--- config.mk ---
export PLATFORM = sky130hd
export DESIGN_NAME = eep_access_arbiter
export DESIGN_NICKNAME = d
export VERILOG_FILES = /design/src/rtl/ctrl_pkg.sv /design/src/rtl/eep_chrg_timer.sv /design/src/rtl/eep_access_arbiter.sv
export SDC_FILE = /design/constraint.sdc
export NUM_CORES = 1
export LEC_CHECK = 0
export CAP_MARGIN = 10
export CORE_MARGIN = 3
export CORE_UTILIZATION = 48
export CTS_CLUSTER_SIZE = 12
export DETAILED_ROUTE_END_ITERATION = 16
export PLACE_DENSITY = 0.91
export SYNTH_ARGS = -nofsm -noshare
export SYNTH_HDL_FRONTEND = slang
export SYNTH_SLANG_ARGS = --single-unit
--- constraint.sdc ---
create_clock -name clk -period 2.3 [get_ports clk]
set_input_delay 0.345 -clock clk [delete_from_list [all_inputs] [get_ports clk]]
set_output_delay 0.345 -clock clk [all_outputs]
set_load 0.1 [all_outputs]
--- src/rtl/ctrl_pkg.sv ---
// Shared control definitions: EEPROM word map, arbiter state encoding and
// the default charge-pump write duration.
package ctrl_pkg;

    localparam logic [1:0] XSET_ADR = 2'd0;
    localparam logic [1:0] P_ADR    = 2'd1;
    localparam logic [1:0] I_ADR    = 2'd2;
    localparam logic [1:0] D_ADR    = 2'd3;

    localparam int              CNT_W           = 22;
    localparam logic [CNT_W-1:0] CHRG_CYCLES_DEF = 22'h249F00;

    typedef enum logic [1:0] {
        ST_IDLE = 2'd0,
        ST_RD   = 2'd1,
        ST_RSP  = 2'd2,
        ST_WR   = 2'd3
    } arb_state_t;

endpackage

--- src/rtl/eep_chrg_timer.sv ---
// Charge-pump write timer: cleared on entry to a write, counts up and
// flags the last write cycle. Holds at terminal count rather than wrapping.
module eep_chrg_timer
    import ctrl_pkg::*;
#(
    parameter logic [CNT_W-1:0] CHRG_CYCLES = CHRG_CYCLES_DEF
) (
    input  logic clk,
    input  logic rst_n,
    input  logic clr,
    input  logic inc,
    output logic expired
);

    localparam logic [CNT_W-1:0] TC = CHRG_CYCLES - 1'b1;

    logic [CNT_W-1:0] cnt_q, cnt_d;

    assign expired = (cnt_q == TC);

    always_comb begin
        cnt_d = cnt_q;
        if (clr) begin
            cnt_d = '0;
        end else if (inc && !expired) begin
            cnt_d = cnt_q + 1'b1;
        end
    end

    always_ff @(posedge clk or negedge rst_n) begin
        if (!rst_n) begin
            cnt_q <= '0;
        end else begin
            cnt_q <= cnt_d;
        end
    end

endmodule

--- src/rtl/eep_access_arbiter.sv ---
// Shares the EEPROM between the PID loop sequencer (read-only, priority) and
// the UART command interpreter (read/write), with starvation relief for cmd.
module eep_access_arbiter
    import ctrl_pkg::*;
#(
    parameter int               ADDR_W      = 2,
    parameter int               DATA_W      = 14,
    parameter logic [CNT_W-1:0] CHRG_CYCLES = CHRG_CYCLES_DEF,
    parameter int               STARVE_MAX  = 2
) (
    input  logic              clk,
    input  logic              rst_n,
    input  logic              lp_req,
    input  logic [ADDR_W-1:0] lp_addr,
    output logic              lp_gnt,
    output logic              lp_vld,
    output logic [DATA_W-1:0] lp_rdata,
    input  logic              cm_req,
    input  logic              cm_wr,
    input  logic [ADDR_W-1:0] cm_addr,
    input  logic [DATA_W-1:0] cm_wdata,
    output logic              cm_gnt,
    output logic              cm_done,
    output logic [DATA_W-1:0] cm_rdata,
    output logic [ADDR_W-1:0] eep_addr,
    output logic [DATA_W-1:0] eep_wdata,
    input  logic [DATA_W-1:0] eep_rdata,
    output logic              eep_cs_n,
    output logic              eep_r_w_n,
    output logic              chrg_pmp_en,
    output logic              busy
);

    localparam int SW = $clog2(STARVE_MAX + 1);

    arb_state_t        state_q, state_d;
    logic              owner_cm_q, owner_cm_d;
    logic [ADDR_W-1:0] addr_q, addr_d;
    logic [DATA_W-1:0] wdata_q, wdata_d;
    logic [DATA_W-1:0] lp_rdata_q, lp_rdata_d;
    logic [DATA_W-1:0] cm_rdata_q, cm_rdata_d;
    logic [SW-1:0]     starve_q, starve_d;
    logic              starve_hit;
    logic              tmr_clr, tmr_inc, tmr_expired;

    assign starve_hit = (starve_q == SW'(STARVE_MAX));

    always_comb begin
        state_d    = state_q;
        owner_cm_d = owner_cm_q;
        addr_d     = addr_q;
        wdata_d    = wdata_q;
        lp_rdata_d = lp_rdata_q;
        cm_rdata_d = cm_rdata_q;
        starve_d   = starve_q;
        lp_gnt     = 1'b0;
        cm_gnt     = 1'b0;
        lp_vld     = 1'b0;
        cm_done    = 1'b0;
        tmr_clr    = 1'b0;
        tmr_inc    = 1'b0;

        unique case (state_q)
            ST_IDLE: begin
                if (lp_req && !(cm_req && starve_hit)) begin
                    lp_gnt     = 1'b1;
                    owner_cm_d = 1'b0;
                    addr_d     = lp_addr;
                    state_d    = ST_RD;
                end else if (cm_req) begin
                    cm_gnt     = 1'b1;
                    owner_cm_d = 1'b1;
                    addr_d     = cm_addr;
                    if (cm_wr) begin
                        wdata_d = cm_wdata;
                        tmr_clr = 1'b1;
                        state_d = ST_WR;
                    end else begin
                        state_d = ST_RD;
                    end
                end
            end
            ST_RD: begin
                if (owner_cm_q) begin
                    cm_rdata_d = eep_rdata;
                end else begin
                    lp_rdata_d = eep_rdata;
                end
                state_d = ST_RSP;
            end
            ST_RSP: begin
                lp_vld  = !owner_cm_q;
                cm_done = owner_cm_q;
                state_d = ST_IDLE;
            end
            ST_WR: begin
                tmr_inc = 1'b1;
                if (tmr_expired) begin
                    cm_done = 1'b1;
                    state_d = ST_IDLE;
                end
            end
            default: state_d = ST_IDLE;
        endcase

        // Starvation count only matters while a cmd request is actually waiting.
        if (cm_gnt || !cm_req) begin
            starve_d = '0;
        end else if (lp_gnt && !starve_hit) begin
            starve_d = starve_q + 1'b1;
        end
    end

    always_ff @(posedge clk or negedge rst_n) begin
        if (!rst_n) begin
            state_q    <= ST_IDLE;
            owner_cm_q <= 1'b0;
            addr_q     <= '0;
            wdata_q    <= '0;
            lp_rdata_q <= '0;
            cm_rdata_q <= '0;
            starve_q   <= '0;
        end else begin
            state_q    <= state_d;
            owner_cm_q <= owner_cm_d;
            addr_q     <= addr_d;
            wdata_q    <= wdata_d;
            lp_rdata_q <= lp_rdata_d;
            cm_rdata_q <= cm_rdata_d;
            starve_q   <= starve_d;
        end
    end

    eep_chrg_timer #(
        .CHRG_CYCLES (CHRG_CYCLES)
    ) u_chrg_timer (
        .clk     (clk),
        .rst_n   (rst_n),
        .clr     (tmr_clr),
        .inc     (tmr_inc),
        .expired (tmr_expired)
    );

    // EEPROM strobes decode straight from the state flop so reset releases them at once.
    assign eep_cs_n    = !((state_q == ST_RD) || (state_q == ST_WR));
    assign eep_r_w_n   = (state_q != ST_WR);
    assign chrg_pmp_en = (state_q == ST_WR);
    assign busy        = (state_q != ST_IDLE);
    assign eep_addr    = addr_q;
    assign eep_wdata   = wdata_q;
    assign lp_rdata    = lp_rdata_q;
    assign cm_rdata    = cm_rdata_q;

endmodule

==> results.md <==
- Measured along the x axis, the die boundary spans 87.02 µm.
- Registers are responsible for 50.0% of the overall power.
- The endpoint identified for the worst register-to-register timing path is u_chrg_timer.cnt_q[21].
- The root cell of the clock tree is clkbuf_8.
- The static leakage is 2.129 nW.
- The leading area contributor after synthesis is dfrtp_1.
- The length of the first detailed-routing pass in iterations is 4.
- In this run the remaining antenna-violating nets after routing total 0.
- Entering global routing, the biggest net connects 44 pins.
- The via count of the first global-routing pass was 2578.
- At the end of the flow the core is filled with cells to 70.51%.
- Max-cap violations in this run came to 0.
- The internal power of the cells totals 1.915 mW.
- The category of the critical setup timing path is reg2out.
- The class of the tightest hold or removal check is in2async.
- Sequential elements use 56.39% of the synthesized area.
- In this run the worst path has a maximum fanout of 6.
- The clock network is responsible for 39.7% of the overall power.
- After layout, the minimum clock period comes to 2.235 ns.
- The total instance count after detailed placement is 446.
- After layout, the design draws a total of 2.544 mW.
- Summed over all nets, the switching power comes to 629.2 µW.
- Averaged over all synthesized cells, the footprint is 11.02 µm².
- The commonest cells after synthesis are 71 x dfrtp_1, 58 x nand2_1, 28 x mux2_2.
- At the worst endpoint, the required time is 1.96 ns.
- Detailed routing inserted a total of 2470 vias.
- The final-stage net count is 423.
- The floorplan die area is 7572 µm².
- After synthesis, the share of flip-flops with an asynchronous set or reset is 100.0%.
- The number of antenna violations at the first check in global routing came to 0.
- The worst setup slack before clock tree synthesis is 0.3226 ns.
- The total routed wirelength is 6956 µm.
- The power density of the placed cells is 588.6 nW/µm².
- The logic depth of the worst register-to-register path is 6.
- At the end of routability-driven placement, the weighted congestion stood at 0.8619.
- The number of cell rows is 28.
- The relative contribution of combinational cells to total power is 10.3%.
- The setup slack of the worst register-to-register path is 0.54 ns.
- For this run the aggregate overflow at the end of global routing stands at 0.
- The most repeated cell in the gate-level netlist after synthesis is dfrtp_1.
- At the pin with the least slew margin, the transition time is 0.6475 ns.
- Excluding fillers, the count of instances in the completed layout stands at 464.
- The worst hold slack is 0.02463 ns.
- The net count after synthesis is 325.
- Synthesis instantiated 42 different standard cells from the library.
- The total routing usage reported by global routing is 20.24%.
- The setup clock skew after layout is 0.008142 ns.
- The count of state elements after synthesis is 71.
- The remaining max-slew budget at the tightest pin is 56.84%.
- TritonCTS built the clock tree.
- The switching fraction of total power is 24.73%.
- The predominant post-synthesis flop cell is dfrtp_1.
- The cell area after synthesis is 3151 µm².
- After detailed routing, the number of vias per cell comes to 5.323.
- The number of hold violations in the final report is 0.
- The number of levels in the clock H-tree is 3.
- The total count of max-transition violations in the final report is 0.
- The initial utilization of the core area, before any placement, comes to 51.39%.
- Yosys mapped a number of flops with a built-in enable equal to 0.
- The cell area reported after detailed placement is 4076 µm².
- Based on the critical path, the design can be clocked at up to 447.4 MHz.
- The deepest clock path buffer count is 2.
- Pin placement for this block handled 89 I/O pins.
- The capturing element type of the critical path is an output port.
- The worst register-to-register path begins at u_chrg_timer.cnt_q[14].
- TritonCTS created 9 clock buffers.
- The HPWL after detailed placement is 4965 µm.
- After the first detailed-routing iteration, the DRC count stood at 174.
- By area the synthesized netlist is led by dfrtp_1 56%, mux2_2 10%, nand2_1 6.9%.
- The global-route wire length before repair is 11940 µm.
- In this run the tool buffered the top-level ports with 88 buffer cells.
- The count of warnings emitted by yosys is 0.
- After detailed routing, the number of remaining DRC violations is 0.
- Counting every sink on the clock net gives 71.
- The ratio of cells with drive above 1 in the final layout is 31.11%.
- The area of the placeable core is 6131 µm².
- The relative area change from synthesis to final layout is 37.21%.
- Of the available clock period, the critical path in the final layout requires 97.17%.
- In the final routed layout, each cell accounts on average for 14.99 µm.
- The die outline height is 87.02 µm.
- The number of instances in the synthesized netlist is 286.
- For the worst setup path, the data arrival time is 1.89 ns.
- Clock latency on the worst-skew pair, taken at its later pin, is 0.34 ns.
- Setup violations remaining at the end of the flow were counted as 0.
- The CTS clock-pin slew for the worst setup and hold paths is 0.08 ns.
- The nature of the critical path startpoint is a register.
- VDD sags by at most 443.8 µV.
- The flow ran to the end, and the final reports show no timing, DRC or antenna violations.
- The final standard cell area without fillers is 4323 µm².
- Summed over its instances, the top area cell type makes up 56.39% of the synthesized netlist area.
- The setup slack of the critical path after layout is 0.06507 ns.
- 0 antenna diodes ended up in the layout.
- Setup total negative slack on the finished layout was measured at 0 ns.
==> cell type report <==
class	instances	area, µm²
fillers	428	1808
clock inverters	4	53.80
multi-input cells	200	1340
clock buffers	12	155.1
well taps	75	93.84
inverters	6	22.52
repair buffers	96	880.8
flip-flops and latches	71	1777
==> worst max path at each step <==
stage | from | cells past startpoint | to
floorplan | state_q[0] | 5 | u_chrg_timer.cnt_q[4]
global placement | u_chrg_timer.cnt_q[0] | 7 | cm_done
detailed placement | u_chrg_timer.cnt_q[0] | 7 | cm_done
CTS | u_chrg_timer.cnt_q[0] | 7 | cm_done
global route | u_chrg_timer.cnt_q[1] | 7 | cm_done
finish | u_chrg_timer.cnt_q[1] | 7 | cm_done
==> layout by cell type, fill, tap and decap left out, drive strengths merged, types with 2 or more instances in the layout <==
cell and n:
dfrtp 71, buf 61, nand2 58, clkdlybuf4s50 35, mux2 28, nor2 23
clkbuf 12, xor2 11, nand4 11, nand3 10, o21ai 8, inv 6
a21oi 5, and3 5, nor3 5, and4 4, mux2i 3, a31oi 3
nor2b 3, and2 2, and4bb 2, nand2b 2, xnor2 2, or3 2
ha 2, clkinvlp 2
==> flip-flops by register name, summed over array words and instances, names as in the netlist <==
name / count
cm_rdata: 14
eep_addr: 2
eep_wdata: 14
lp_rdata: 14
owner_cm_q: 1
starve_q: 2
state_q: 2
u_chrg_timer.cnt_q: 22
==> logic make-up after synthesis <==
| kind of cell | Yosys count | share of synthesized area, % |
|---|---|---|
| simple gates | 132 | 21.56 |
| mux | 31 | 10.96 |
| xor+xnor | 13 | 3.614 |
| buf+inv | 15 | 2.263 |
| flops | 71 | 56.39 |
| fa+ha+maj | 2 | 0.7942 |
| compound gates | 22 | 4.409 |
==> metal layers <==
| layer | routed length, µm | track usage (%) | part of all wire, % |
|---|---|---|---|
| met2 | 3480 | 33.26 | 50 |
| met5 | 0 | 0 | 0 |
| met1 | 2932 | 25.43 | 42 |
| met3 | 484 | 4.825 | 7.0 |
| met4 | 58 | 8.782 | 0.83 |
==> critical path, stage by stage, from the launching register on <==
cell and delay, ns:
dfrtp_1 0.39, ha_1 0.22, and3_4 0.21, nand3_4 0.12
nor3_2 0.19, a21oi_1 0.09, nor2b_4 0.15, buf_12 0.18
==> power groups by stage <==
stage,sequential (mW),clock (mW),combinational [mW]
2_1_floorplan,1.41,0,0.0200
6_report,1.27,1.01,0.262
4_1_cts,1.27,1.04,0.265
3_3_place_gp,1.30,0,0.260
3_5_place_dp,1.30,0,0.265
5_1_grt,1.27,1.11,0.277
==> timing repair <==
| item | CTS | global route |
|---|---|---|
| endpoints found under the setup margin | 1 | 1 |
| pin swaps | 0 | 0 |
| hold buffers | 0 | 0 |
| buffers inserted | 0 | 2 |
| gates resized for setup | 1 | 3 |
| cloned | 0 | 0 |
(Power assumes the default switching activity.)
